<file path="src/rtl/uart_pkg.sv">
// -----------------------------------------------------------------------------
// uart_pkg
// Shared UART constants and helpers for the RX buffer path.
//   UART_DATA_W           : default payload width
//   UART_RX_FIFO_DEPTH    : default RX FIFO depth (power of two, >= 4)
//   UART_RX_FIFO_AF_LEVEL : default almost-full threshold (count >= level)
//   UART_RX_FIFO_AE_LEVEL : default almost-empty threshold (count <= level)
//   fifo_cnt_w()          : pointer/count width for a given depth
//   fifo_flags_t          : bundle of the occupancy status flags
// -----------------------------------------------------------------------------
package uart_pkg;

  localparam int UART_DATA_W           = 8;
  localparam int UART_RX_FIFO_DEPTH    = 32;
  localparam int UART_RX_FIFO_AF_LEVEL = 28;
  localparam int UART_RX_FIFO_AE_LEVEL = 4;

  // One extra bit beyond the address so full and empty are distinguishable
  // from the pointers alone.
  function automatic int fifo_cnt_w(input int depth);
    return $clog2(depth) + 1;
  endfunction

  typedef struct packed {
    logic full;
    logic empty;
    logic almost_full;
    logic almost_empty;
  } fifo_flags_t;

endpackage

</file>
<file path="src/rtl/uart_rx_fifo_ctl_if.sv">
// -----------------------------------------------------------------------------
// uart_rx_fifo_ctl_if
// Bus bundle between the RX deserialiser / register interface (master) and the
// RX FIFO controller (slave).
//   master drives : flush, wr_en, wr_data, rd_en, err_clr (+ wr_err)
//   slave drives  : rd_data, full, empty, almost_full, almost_empty, count,
//                   overflow, underflow (+ rd_err)
// Optional macro UART_RX_FIFO_ERR_TAG_EN adds the per-entry error tag
// signals wr_err / rd_err.
// -----------------------------------------------------------------------------
interface uart_rx_fifo_ctl_if
  import uart_pkg::*;
#(
  parameter int DATA_WIDTH = UART_DATA_W,
  parameter int CNT_W      = fifo_cnt_w(UART_RX_FIFO_DEPTH)
);

  logic                  flush;
  logic                  wr_en;
  logic [DATA_WIDTH-1:0] wr_data;
  logic                  rd_en;
  logic [DATA_WIDTH-1:0] rd_data;
  logic                  full;
  logic                  empty;
  logic                  almost_full;
  logic                  almost_empty;
  logic [CNT_W-1:0]      count;
  logic                  overflow;
  logic                  underflow;
  logic                  err_clr;
`ifdef UART_RX_FIFO_ERR_TAG_EN
  logic                  wr_err;
  logic                  rd_err;
`endif

`ifdef UART_RX_FIFO_ERR_TAG_EN
  modport master (
    output flush, wr_en, wr_data, wr_err, rd_en, err_clr,
    input  rd_data, rd_err, full, empty, almost_full, almost_empty, count,
           overflow, underflow
  );
  modport slave (
    input  flush, wr_en, wr_data, wr_err, rd_en, err_clr,
    output rd_data, rd_err, full, empty, almost_full, almost_empty, count,
           overflow, underflow
  );
`else
  modport master (
    output flush, wr_en, wr_data, rd_en, err_clr,
    input  rd_data, full, empty, almost_full, almost_empty, count,
           overflow, underflow
  );
  modport slave (
    input  flush, wr_en, wr_data, rd_en, err_clr,
    output rd_data, full, empty, almost_full, almost_empty, count,
           overflow, underflow
  );
`endif

endinterface

</file>
<file path="src/rtl/uart_fifo_mem.sv">
// -----------------------------------------------------------------------------
// uart_fifo_mem
// Simple dual-port register array: synchronous write, asynchronous read.
// Contents are deliberately not reset.
//   clk   : write clock
//   we    : write enable
//   waddr : write address
//   wdata : write word
//   raddr : read address
//   rdata : read word (combinational from raddr)
// -----------------------------------------------------------------------------
module uart_fifo_mem #(
  parameter int W     = 8,
  parameter int AW    = 5,
  parameter int DEPTH = 32
) (
  input  logic          clk,
  input  logic          we,
  input  logic [AW-1:0] waddr,
  input  logic [W-1:0]  wdata,
  input  logic [AW-1:0] raddr,
  output logic [W-1:0]  rdata
);

  logic [W-1:0] mem [DEPTH];

  always_ff @(posedge clk) begin
    if (we) mem[waddr] <= wdata;
  end

  assign rdata = mem[raddr];

endmodule

</file>
<file path="src/rtl/uart_rx_fifo_ctl.sv">
// -----------------------------------------------------------------------------
// uart_rx_fifo_ctl
// UART RX receive FIFO: pointer/count/flag control around uart_fifo_mem.
//   clk  : clock, rising edge
//   rstn : asynchronous active-low reset
//   bus  : uart_rx_fifo_ctl_if.slave
//          flush / err_clr      synchronous clear of contents / sticky errors
//          wr_en, wr_data       write side (deserialiser)
//          rd_en, rd_data       read side (standard or FWFT per FWFT param)
//          full, empty, almost_full, almost_empty, count
//          overflow, underflow  sticky error flags
// Optional macro UART_RX_FIFO_ERR_TAG_EN: stores a per-entry error bit
// (wr_err in, rd_err out) that tracks rd_data timing exactly.
// -----------------------------------------------------------------------------
module uart_rx_fifo_ctl
  import uart_pkg::*;
#(
  parameter  int DATA_WIDTH = UART_DATA_W,
  parameter  int DEPTH      = UART_RX_FIFO_DEPTH,
  parameter  int AF_LEVEL   = UART_RX_FIFO_AF_LEVEL,
  parameter  int AE_LEVEL   = UART_RX_FIFO_AE_LEVEL,
  parameter  int FWFT       = 0,
  localparam int CNT_W      = fifo_cnt_w(DEPTH)
) (
  input logic               clk,
  input logic               rstn,
  uart_rx_fifo_ctl_if.slave bus
);

  localparam int AW = CNT_W - 1;
`ifdef UART_RX_FIFO_ERR_TAG_EN
  localparam int MW = DATA_WIDTH + 1;
`else
  localparam int MW = DATA_WIDTH;
`endif

  logic [CNT_W-1:0] wr_ptr, rd_ptr, cnt;
  logic [CNT_W-1:0] wr_ptr_nxt, rd_ptr_nxt;
  logic             wr_acc, rd_acc, ov_ev, un_ev;
  logic             ovf, unf;
  logic [MW-1:0]    wword, mword, rword;
  fifo_flags_t      flg;

  // Flags decode from registered state only, so they show the post-edge view.
  always_comb begin
    flg.empty        = (wr_ptr == rd_ptr);
    flg.full         = (wr_ptr[AW] != rd_ptr[AW]) &&
                       (wr_ptr[AW-1:0] == rd_ptr[AW-1:0]);
    flg.almost_full  = (cnt >= CNT_W'(AF_LEVEL));
    flg.almost_empty = (cnt <= CNT_W'(AE_LEVEL));
  end

  // flush swallows both requests; a full FIFO refuses writes even when a read
  // frees a slot in the same cycle.
  assign wr_acc = bus.wr_en && !flg.full  && !bus.flush;
  assign rd_acc = bus.rd_en && !flg.empty && !bus.flush;
  assign ov_ev  = bus.wr_en &&  flg.full  && !bus.flush;
  assign un_ev  = bus.rd_en &&  flg.empty && !bus.flush;

  always_comb begin
    wr_ptr_nxt = wr_ptr + CNT_W'(wr_acc);
    rd_ptr_nxt = rd_ptr + CNT_W'(rd_acc);
    if (bus.flush) begin
      wr_ptr_nxt = '0;
      rd_ptr_nxt = '0;
    end
  end

  always_ff @(posedge clk or negedge rstn) begin
    if (!rstn) begin
      wr_ptr <= '0;
      rd_ptr <= '0;
      cnt    <= '0;
      ovf    <= 1'b0;
      unf    <= 1'b0;
    end else begin
      wr_ptr <= wr_ptr_nxt;
      rd_ptr <= rd_ptr_nxt;
      // Registered copy of the pointer difference, updated with the pointers.
      cnt    <= wr_ptr_nxt - rd_ptr_nxt;
      // A new event outranks err_clr in the same cycle.
      ovf    <= (ovf && !bus.err_clr) || ov_ev;
      unf    <= (unf && !bus.err_clr) || un_ev;
    end
  end

`ifdef UART_RX_FIFO_ERR_TAG_EN
  assign wword = {bus.wr_err, bus.wr_data};
`else
  assign wword = bus.wr_data;
`endif

  uart_fifo_mem #(
    .W     (MW),
    .AW    (AW),
    .DEPTH (DEPTH)
  ) u_mem (
    .clk   (clk),
    .we    (wr_acc),
    .waddr (wr_ptr[AW-1:0]),
    .wdata (wword),
    .raddr (rd_ptr[AW-1:0]),
    .rdata (mword)
  );

  generate
    if (FWFT != 0) begin : g_fwft
      // Head of queue presented directly. Forced to zero while empty so the
      // output is deterministic out of reset (it is don't-care there anyway).
      assign rword = flg.empty ? '0 : mword;
    end else begin : g_std
      logic [MW-1:0] rd_q;
      // Only an accepted read loads the register; flush leaves it untouched.
      always_ff @(posedge clk or negedge rstn) begin
        if (!rstn)       rd_q <= '0;
        else if (rd_acc) rd_q <= mword;
      end
      assign rword = rd_q;
    end
  endgenerate

  assign bus.rd_data      = rword[DATA_WIDTH-1:0];
`ifdef UART_RX_FIFO_ERR_TAG_EN
  assign bus.rd_err       = rword[DATA_WIDTH];
`endif
  assign bus.full         = flg.full;
  assign bus.empty        = flg.empty;
  assign bus.almost_full  = flg.almost_full;
  assign bus.almost_empty = flg.almost_empty;
  assign bus.count        = cnt;
  assign bus.overflow     = ovf;
  assign bus.underflow    = unf;

  a_cnt_range: assert property (@(posedge clk) disable iff (!rstn)
    cnt <= CNT_W'(DEPTH));

endmodule

</file>
<file path="src/flat_wrapper.sv">
// flat-port wrapper written by rule: the top's interface ports become plain ports
module uart_rx_fifo_ctl_flat import uart_pkg::*;
#(
  parameter  int DATA_WIDTH = UART_DATA_W,
  parameter  int DEPTH      = UART_RX_FIFO_DEPTH,
  parameter  int AF_LEVEL   = UART_RX_FIFO_AF_LEVEL,
  parameter  int AE_LEVEL   = UART_RX_FIFO_AE_LEVEL,
  parameter  int FWFT       = 0,
  localparam int CNT_W      = fifo_cnt_w(DEPTH)
)
  (clk, rstn, bus_flush, bus_wr_en, bus_wr_data, bus_rd_en, bus_err_clr, bus_rd_data, bus_full, bus_empty, bus_almost_full, bus_almost_empty, bus_count, bus_overflow, bus_underflow);
  uart_rx_fifo_ctl_if #(.DATA_WIDTH(DATA_WIDTH)) bus_i ();
  input logic clk;
  input logic rstn;
  input wire logic [$bits(bus_i.flush)-1:0] bus_flush;
  input wire logic [$bits(bus_i.wr_en)-1:0] bus_wr_en;
  input wire logic [$bits(bus_i.wr_data)-1:0] bus_wr_data;
  input wire logic [$bits(bus_i.rd_en)-1:0] bus_rd_en;
  input wire logic [$bits(bus_i.err_clr)-1:0] bus_err_clr;
  output wire logic [$bits(bus_i.rd_data)-1:0] bus_rd_data;
  output wire logic [$bits(bus_i.full)-1:0] bus_full;
  output wire logic [$bits(bus_i.empty)-1:0] bus_empty;
  output wire logic [$bits(bus_i.almost_full)-1:0] bus_almost_full;
  output wire logic [$bits(bus_i.almost_empty)-1:0] bus_almost_empty;
  output wire logic [$bits(bus_i.count)-1:0] bus_count;
  output wire logic [$bits(bus_i.overflow)-1:0] bus_overflow;
  output wire logic [$bits(bus_i.underflow)-1:0] bus_underflow;
  assign bus_i.flush = bus_flush;
  assign bus_i.wr_en = bus_wr_en;
  assign bus_i.wr_data = bus_wr_data;
  assign bus_i.rd_en = bus_rd_en;
  assign bus_i.err_clr = bus_err_clr;
  assign bus_rd_data = bus_i.rd_data;
  assign bus_full = bus_i.full;
  assign bus_empty = bus_i.empty;
  assign bus_almost_full = bus_i.almost_full;
  assign bus_almost_empty = bus_i.almost_empty;
  assign bus_count = bus_i.count;
  assign bus_overflow = bus_i.overflow;
  assign bus_underflow = bus_i.underflow;
  uart_rx_fifo_ctl #(.DATA_WIDTH(DATA_WIDTH), .DEPTH(DEPTH), .AF_LEVEL(AF_LEVEL), .AE_LEVEL(AE_LEVEL), .FWFT(FWFT)) u_core (.clk(clk), .rstn(rstn), .bus(bus_i));
endmodule
</file>
<file path="config.mk">
export PLATFORM = sky130hd
export DESIGN_NAME = uart_rx_fifo_ctl_flat
export DESIGN_NICKNAME = d
export VERILOG_FILES = /design/src/rtl/uart_pkg.sv /design/src/rtl/uart_rx_fifo_ctl_if.sv /design/src/rtl/uart_fifo_mem.sv /design/src/rtl/uart_rx_fifo_ctl.sv /design/src/flat_wrapper.sv
export SDC_FILE = /design/constraint.sdc
export NUM_CORES = 1
export LEC_CHECK = 0
export CAP_MARGIN = 20
export CORE_UTILIZATION = 42
export DETAILED_ROUTE_END_ITERATION = 10
export GPL_TIMING_DRIVEN = 0
export SLEW_MARGIN = 20
export SYNTH_ARGS = -nofsm -noshare
export SYNTH_HDL_FRONTEND = slang
export SYNTH_SLANG_ARGS = --single-unit
</file>
<file path="constraint.sdc">
create_clock -name clk -period 3.7 [get_ports clk]
set_clock_uncertainty 0.2 [all_clocks]
set_input_delay 0.74 -clock clk [delete_from_list [all_inputs] [get_ports clk]]
set_output_delay 0.74 -clock clk [all_outputs]
set_load 0.03 [all_outputs]
</file>
# After elaboration in Yosys (flattened, before gate mapping)
# Memories as Yosys holds them, arrays and structs flattened. A register that Yosys moved wholly into a read port is not among the register bits.
# Index checks and enable logic that the tools add are counted.
# Widths: inputs -> output; s select.
totals:
  ram_bits: 256
  out_inout_bits: 20
  elab_cells: 36
  regBits: 20
  mem_count: 1
  input_bits: 14
classes:
  n_eq_ne: 3
  n_reduce_logical: 18
  mux: 4
  add_sub_neg: 3
  magnitude_cmp: 2
mem_list:
  columns: ["name", "depth", "width", "read_ports", "rd_clocked_by_memory_dff", "write_ports", "line_no", "rtl"]
  rows:
  - ["u_core.u_mem.mem", 32, 8, 1, 1, 1, "uart_fifo_mem.sv:25", "logic [W-1:0] mem [DEPTH];"]
op_table:
  columns: ["operator", "n"]
  rows:
  - ["$add 6x1->6", 2]
  - ["$mux 6", 2]
  - ["$logic_and 1x1->1", 11]
  - ["$eq 6x6->1", 1]
  - ["$ge 6x5->1 const B", 1]
  - ["$le 6x3->1 const B", 1]
  - ["$sub 6x6->6", 1]
  - ["$eq 5x5->1", 1]
  - ["$logic_not 1->1", 5]
  - ["$logic_or 1x1->1", 2]
  - ["$mux 1", 2]
  - ["$ne 1x1->1", 1]

# Longest topological paths before layout
# Gate-level depths: netlist of run 1.
logic_depth:
  ltp_word: 8
  depth_mapped: 16
  depth_no_buf: 14

# By module
# A second synthesis of run 1 with hierarchy kept.
hier_totals:
  cells_unflattened: 529
  hier_area_um2: 11292.1
modules_own_cells:
  columns: ["module", "area_each_um2", "n_inst", "cells_per_inst", "seq_area_each_um2"]
  rows:
  - ["uart_fifo_mem", 9893.2, 1, 409, 7687.4]
  - ["uart_rx_fifo_ctl", 1398.8, 1, 120, 700.7]

# Worst setup path after synthesis of run 1
# Ideal clock, no wire load.
synth_path:
  kind: "reg-to-reg"
  startpoint: "register u_core.wr_ptr[1]"
  endpoint: "register u_core.cnt[5] (netlist: u_core.bus.count[5])"
  arrival_ns: 3.133
  path_stages_with_launch: 15
  setup_time_ns: 0.080
  setup_slack_ns: 0.287
  n_path_buf: 1
  t_required_ns: 3.420
  path_cell_list: "dfrtp_1 > buf_2 > xnor2_1 > nand2_1 > nor3_2 > nor2_1 > ha_1 > ha_1 > nor2b_1 > ha_1 > a21o_1 > a21o_1 > a21o_1 > a21oi_1 > xnor2_1"
synth_between:
  elab_chain_cells: 8
  elab_cells_between_ends: 14
synth_lines:
  columns: ["item", "line_no", "rtl"]
  rows:
  - ["start, declared", "uart_rx_fifo_ctl.sv:37", "logic [CNT_W-1:0] wr_ptr, rd_ptr, cnt;"]
  - ["start signal, assigned", "uart_rx_fifo_ctl.sv:77", "wr_ptr <= wr_ptr_nxt;"]
  - ["$eq 5x5->1", "uart_rx_fifo_ctl.sv:48", "(wr_ptr[AW-1:0] == rd_ptr[AW-1:0]);"]
  - ["$logic_and 1x1->1", "uart_rx_fifo_ctl.sv:47", "flg.full = (wr_ptr[AW] != rd_ptr[AW]) &&"]
  - ["net bus_full", "flat_wrapper.sv:21", "output wire logic [$bits(bus_i.full)-1:0] bus_full;"]
  - ["$logic_not 1->1", "uart_rx_fifo_ctl.sv:55", "assign wr_acc = bus.wr_en && !flg.full && !bus.flush;"]
  - ["$logic_and 1x1->1 (2 in a row)", "uart_rx_fifo_ctl.sv:55", null]
  - ["$add 6x1->6", "uart_rx_fifo_ctl.sv:61", "wr_ptr_nxt = wr_ptr + CNT_W'(wr_acc);"]
  - ["$mux 6", "uart_rx_fifo_ctl.sv:63", "if (bus.flush) begin"]
  - ["net u_core.wr_ptr_nxt[1]", "uart_rx_fifo_ctl.sv:38", "logic [CNT_W-1:0] wr_ptr_nxt, rd_ptr_nxt;"]
  - ["$sub 6x6->6", "uart_rx_fifo_ctl.sv:80", "cnt <= wr_ptr_nxt - rd_ptr_nxt;"]
  - ["end signal, assigned", "uart_rx_fifo_ctl.sv:80", null]
  - ["end, declared", "uart_rx_fifo_ctl.sv:37", null]
# The timed path passes the listed nets, and every way through them passes these cells.

# Worst setup path in the final report of run 1
layout_path:
  startpoint: "register u_core.wr_ptr[1]"
  endpoint: "register u_core.cnt[5] (netlist: u_core.bus.count[5])"
layout_between:
  elab_cells_between_ends: 14
layout_rtl:
  columns: ["item", "line_no", "rtl"]
  rows:
  - ["$eq 6x6->1", "uart_rx_fifo_ctl.sv:46", "flg.empty = (wr_ptr == rd_ptr);"]
  - ["$logic_not 1->1", "uart_rx_fifo_ctl.sv:56", "assign rd_acc = bus.rd_en && !flg.empty && !bus.flush;"]
  - ["$logic_and 1x1->1 (2 in a row)", "uart_rx_fifo_ctl.sv:56", null]
  - ["net u_core.rd_acc", "uart_rx_fifo_ctl.sv:39", "logic wr_acc, rd_acc, ov_ev, un_ev;"]
  - ["$add 6x1->6", "uart_rx_fifo_ctl.sv:62", "rd_ptr_nxt = rd_ptr + CNT_W'(rd_acc);"]
  - ["$mux 6", "uart_rx_fifo_ctl.sv:63", null]
  - ["$sub 6x6->6", "uart_rx_fifo_ctl.sv:80", null]
# The timed path passes the listed nets, and every way through them passes these cells.

==> metrics.yaml, run 1 <==
routed_wl_um: 25400
period_needed_ns: 3.44
holdWs_ns: 0.0611
cts_tree: "done"
initial_core_util_pct: 42.9
fin_ws_ns: 0.264
tightest_slew_ns: 0.894
max_cap_violations: 0
chipHeight_um: 168
syn_inst: 704
r2r_start: "u_core.wr_ptr[1]$_DFF_PN0_"
most-common-layout-cells: "256 x edfxtp_1, 128 x mux2i_1, 64 x a22oi_1, 44 x nor2_1, 34 x a21oi_1"
final-seq-area_sq_um: 8390
critPathArrivalTime_ns: 3.70
rrSetupSlack_ns: 0.26
setup_viol: 0
crit_chain: "buf_2 > xnor2_1 > nand2_1 > nor2_1 > and2_4 > nor3b_2 > buf_4 > ha_1 > ha_1 > nand2_1 > ha_1 > a21o_1 > a21o_1 > a21o_1 > a21oi_1 > xnor2_1"
worstPathMaxFanout: 9
preCtsSetupSlack_ns: -0.513
fill_cells: 2255
die_width_um: 168
synth_simple_gate_area_share_pct: 3.97
cellPowerDensity_nw_per_um2: 528
use_met3_pct: 2.37
use_met2_pct: 30.7
leakage_nw: 4.28
dp_hpwl_um: 17000
cts_root_buf: "clkbuf_16"
synth_edf_count: 256
drive_gt1_share_pct: 13.4
grt_busiest_layer: "met2"
hold_viol: 0
design.core.area_sq_um: 27000
startpoint: "u_core.wr_ptr[1]$_DFF_PN0_"
grt_setup_unrepaired: "no"
num_vias: 6175
overflow: 0
max_freq_mhz: 291
reg2regPathDepth: 16
drc_errors: 0
grt_use_total_pct: 18.4
required_ns: 3.96
antenna_found_initial: 0
nets: 793
gp_congestion: 0.774
fin_cells: 1134
design.die.area_sq_um: 28200
cp-end-kind: "flop"
synth_cell_types: 39
synth_top_family_by_area: "multiplexers"
grt_pass1_wl_um: 38500
grt_pass1_vias: 6526
status: "completed"
synthAdderAreaFrac_pct: 1.15
avgSynthCellArea_sq_um: 16.4
clk_latency_ns: 0.55
mostFrequentLayoutCell: "edfxtp_1"
synth_xor_area_share_pct: 1.44
io_pins: 34
slew_headroom_pct: 40.2
use_met1_pct: 25.1
ys_seq_area_share_pct: 72.6
multi_input_area_sq_um: 2850
grt_max_degree: 33
postCtsHoldBufs: 0
netlist_area_sq_um: 11600
syn2layout_area_growth_pct: 14.7
port-buffer-count: 33
worst-path-buf-inv: 2
cts_buffers: 30
ant_nets: 0
critPathMaxStageDelay_ns: 0.38
period_share_pct: 92.9
clk_pin_slew_ns: 0.06
synthArstFlopShare_pct: 9.86
synth_warnings: 0
dp_cells: 1078
n_antenna_cell: 0
ys_ff_latch: 284
hold_class: "input pin to async pin"
synth_nets: 728
vdd_drop_max_mv: 0.324
wl_per_cell_um: 22.4
critPathLaunchType: "flop"
num_rows: 60
worst-setup-path-type: "flop to flop"
synthMuxAreaShare_pct: 11.9
synth_compound_area_share_pct: 6.17
cts-htree-levels: 1
synth-main-ff-cell: "edfxtp_1"
critPathSlowestCell: "dfrtp_1"
timing.rr.end: "u_core.bus.count[5]$_DFF_PN0_"
finalSetupTns_ns: 0
cts_sinks: 284
maxSlewViolCount: 0
crit_family: "adder cells"
cts_buffer_depth: 3
firstDrtPassIters: 5
dr.first_iter.drc_count: 614
routed_via_density: 5.45
[cell families after synthesis]
group,after synthesis
xor gates and xnor gates,19
muxes,136
adders and majority gates,10
buffers and inverters,53
and+or+nand+nor,96
AOI/OAI and AO/OA,106
DFF,284
[power by group]
group	internal, W	total (W)	switching [W]
logic	0.000181	0.000474	0.000293
registers	0.00356	0.00360	0.0000370
clock network	0.00175	0.00293	0.00119
[repair_timing]
item | in CTS | in global routing
setup endpoints to repair | 0 | 1
buffers inserted | 0 | 0
gates resized for setup | 0 | 3
[area by class of cell]
class | instances | share of cell area [%]
plain buffers | 44 | 2.25
clock buffers | 40 | 6.41
clock inverters | 16 | 1.01
inverters | 9 | 0.255
multi-input cells | 367 | 21.5
flip-flops and latches | 284 | 63.3
well taps | 341 | 3.22
repair buffers | 33 | 2.15
[worst max-delay path by stage]
| stage | slack, ns | cells after the start | to |
|---|---|---|---|
| final | 0.26 | 16 | u_core.bus.count[5]$_DFF_PN0_ |
| after global routing | 0.07 | 14 | u_core.bus.count[5]$_DFF_PN0_ |
| after CTS | 0.05 | 14 | u_core.bus.count[5]$_DFF_PN0_ |
| after detailed placement | -0.51 | 14 | u_core.bus.count[5]$_DFF_PN0_ |
| after global placement | -0.51 | 14 | u_core.bus.count[5]$_DFF_PN0_ |
| after floorplan | 0.29 | 14 | u_core.bus.count[5]$_DFF_PN0_ |
[through the flow]
step	cell area [sq um]	util [%]	power, W
CTS	13300	49.3	0.00706
global placement	12300	45.7	0.00414
finish	13300	49.2	0.00700
detailed placement	12300	45.6	0.00414
global route	13300	49.2	0.00722
floorplan	11600	-	0.00390
[synth_stat cells, types with 2 or more instances]
| cell | n | area share (%) |
|---|---|---|
| a21o_1 | 4 | 0.26 |
| a21oi_1 | 34 | 1.5 |
| a22oi_1 | 64 | 4.2 |
| buf_1 | 5 | 0.16 |
| buf_2 | 18 | 0.78 |
| buf_4 | 5 | 0.32 |
| buf_6 | 7 | 0.68 |
| buf_8 | 3 | 0.39 |
| clkbuf_1 | 5 | 0.16 |
| dfrtp_1 | 28 | 6.1 |
| edfxtp_1 | 256 | 66 |
| ha_1 | 9 | 0.97 |
| inv_1 | 9 | 0.29 |
| mux2_1 | 2 | 0.19 |
| mux2_2 | 6 | 0.58 |
| mux2i_1 | 128 | 11 |
| nand2_1 | 16 | 0.52 |
| nand2b_1 | 4 | 0.22 |
| nand3_1 | 5 | 0.22 |
| nand4_1 | 2 | 0.11 |
| nor2_1 | 44 | 1.4 |
| nor2b_1 | 6 | 0.32 |
| nor4_1 | 8 | 0.43 |
| or2_2 | 4 | 0.22 |
| xnor2_1 | 12 | 0.91 |
| xor2_1 | 7 | 0.53 |
[per-layer routing]
layer	vias to the layer above	routed length, um
met5	-	0
met4	0	716
met3	50	1230
met2	173	12100
met1	3113	11300
li1	2839	-
[sequential cells by signal, indices dropped and copies added, names as in the netlist]
signal,count
u_core.bus.count,6
u_core.u_mem.mem,256
u_core.rd_ptr,6
u_core.bus.rd_data,8
u_core.bus.overflow,1
u_core.bus.underflow,1
u_core.wr_ptr,6
No activity file was read; power rests on OpenSTA's default activity.
==> run 2, diff against run 1 <==
- RECOVER_POWER: not set -> 100
==> metrics.yaml, run 2 (same netlist as run 1, synthesis figures left out) <==
cp-end-kind: "primary output"
fin_area_sq_um: 13200  # -0.13%
antenna_found_initial: 0  # unchanged
gp_congestion: 0.774  # unchanged
cts_buffer_depth: 3  # unchanged
design.die.area_sq_um: 28200  # unchanged
multi_input_area_sq_um: 2840  # -0.18%
worst-setup-path-type: "flop to primary output"
cts-htree-levels: 1  # unchanged
critPathArrivalTime_ns: 2.51  # -1.19 ns
die_width_um: 168  # unchanged
dp_hpwl_um: 17000  # unchanged
p_int_w: 0.00546  # -0.37%
nets: 793  # unchanged
drc_errors: 0  # unchanged
hold_class: "flop to flop"
switching_share_pct: 21.7  # about the same
top_register: "u_core.u_mem.mem"
comb_power_share_pct: 6.4  # -0.4 points
grt_pass1_vias: 6526  # unchanged
cts_buffers: 30  # unchanged
tightest_slew_ns: 1.78  # +0.891 ns
num_vias: 6164  # -0.18%
grt_pass1_wl_um: 38500  # unchanged
period_needed_ns: 3.45  # +0.0158 ns
grt_use_total_pct: 18.4  # unchanged
drive_gt1_share_pct: 12.0  # -1.4 points
n_antenna_cell: 0  # unchanged
routed_wl_um: 25400  # about the same
critPathLaunchType: "flop"
num_rows: 60  # unchanged
grt_max_degree: 33  # unchanged
ant_nets: 0  # unchanged
required_ns: 2.76  # -1.20 ns
period_share_pct: 93.3  # +0.43 points
mostFrequentLayoutCell: "edfxtp_1"
pwr-share-seq_pct: 51.5  # +0.2 points
cts_setup_buffers: 0  # unchanged
chipHeight_um: 168  # unchanged
overflow: 0  # unchanged
p_switching_w: 0.00151  # -0.40%
critPathSlowestCell: "dlygate4sd3_1"
status: "finished, violations left"
place_area_sq_um: 12300  # unchanged
final-seq-area_sq_um: 8390  # unchanged
port-buffer-count: 33  # unchanged
io_pins: 34  # unchanged
finalSetupTns_ns: 0  # unchanged
design.core.area_sq_um: 27000  # unchanged
leakage_nw: 4.28  # about the same
dr.first_iter.drc_count: 624  # +1.6%
cellPowerDensity_nw_per_um2: 527  # -0.25%
firstDrtPassIters: 5  # unchanged
final_core_util_pct: 49.1  # -0.065 points
worstPathMaxFanout: 7  # -2
initial_core_util_pct: 42.9  # unchanged
most-common-layout-cells: "256 x edfxtp_1, 128 x mux2i_1, 64 x a22oi_1, 44 x nor2_1, 34 x a21oi_1"
setup_viol: 0  # unchanged
wl_per_cell_um: 22.4  # about the same
max_cap_violations: 7  # +7
maxSlewViolCount: 226  # +226
cts_sinks: 284  # unchanged
crit_chain: "buf_2 > xnor2_1 > nand2_1 > nor3_2 > dlygate4sd3_1"
clk_pin_slew_ns: 0.06  # about the same
grt_setup_unrepaired: "no"
slew_headroom_pct: -19.0  # -59 points
clk_latency_ns: 0.55  # about the same
violations: "max-capacitance violations, max-slew violations"
routed_via_density: 5.44  # -0.18%
fill_cells: 2261  # +0.27%
max_freq_mhz: 290  # -0.46%
critPathMaxStageDelay_ns: 0.80  # +0.42 ns
clkPwrFrac_pct: 42.0  # about the same
cts_tree: "done"
syn2layout_area_growth_pct: 14.5
cts_root_buf: "clkbuf_16"
hold_viol: 0  # unchanged
largest_reg_flops: 256  # unchanged
vdd_drop_max_mv: 0.324  # about the same
-- run 2: cell types whose count changed in the layout (fill, tap and decap cells not counted), sizes merged --
| cell | delta |
|---|---|
| clkbuf | +10 |
| buf | -10 |
| clkdlybuf4s50 | -21 |
| dlygate4sd3 | +21 |
-- run 2: final timing paths --
check	from	cells past startpoint	slack, ns	end
worst max-delay path	u_core.wr_ptr[1]$_DFF_PN0_	5	0.25	bus_full
worst min-delay path	u_core.bus.rd_data[0]$_DFFE_PN0P_	1	0.29	u_core.bus.rd_data[0]$_DFFE_PN0P_
worst max register to register	u_core.wr_ptr[1]$_DFF_PN0_	16	0.28	u_core.bus.count[5]$_DFF_PN0_
worst min register to register	u_core.bus.rd_data[0]$_DFFE_PN0P_	1	0.29	u_core.bus.rd_data[0]$_DFFE_PN0P_
max in group asynchronous	rstn	1	1.79	u_core.bus.rd_data[7]$_DFFE_PN0P_
min in group asynchronous	rstn	1	0.47	u_core.bus.underflow$_DFF_PN0_
-- run 2: routing by layer --
layer	track usage, %	share of wire, %	wire length (um)
met1	25.1	44	11300
met2	30.7	48	12200
met3	2.37	5.0	1280
met4	5.98	2.7	680
met5	0	0	0
-- run 2: power groups by stage --
stage / clock (W) / sequential, W / combinational, W
floorplan: 0 / 0.00376 / 0.000144
global placement: 0 / 0.00366 / 0.000474
detailed placement: 0 / 0.00367 / 0.000476
CTS: 0.00298 / 0.00360 / 0.000478
global route: 0.00312 / 0.00360 / 0.000478
finish: 0.00293 / 0.00360 / 0.000449
-- run 2: worst max-delay path, delay by kind of cell, from the launching register on --
family / cells / cell delay [ns]
XOR/XNOR: 1 / 0.17
buffers and inverters: 2 / 0.97
flip-flops: 1 / 0.38
AND/OR/NAND/NOR: 2 / 0.45
-- run 2: what timing repair did --
item | in CTS | in global routing
hold buffers | 0 | 0
resized for setup | 0 | 3
setup endpoints to repair | 0 | 1
-- run 2: through the flow --
stage	worst slack [ns]	instances	power, W	hold slack (ns)
after global placement	-0.506	1078	0.00414	0.271
after detailed placement	-0.513	1078	0.00414	0.281
after floorplan	0.287	704	0.00390	0.244
after global routing	0.0895	1134	0.00720	0.302
after CTS	0.0486	1134	0.00706	0.0540
final	0.249	1134	0.00698	0.288
-- run 2: area by class of cell --
class | count | share of cell area (%)
Sequential cell | 284 | 63.3
Multi-Input combinational cell | 367 | 21.4
Clock buffer | 40 | 6.42
Tap cell | 341 | 3.22
Buffer | 44 | 2.24
Timing Repair Buffer | 33 | 2.07
Clock inverter | 16 | 1.01
Inverter | 9 | 0.255
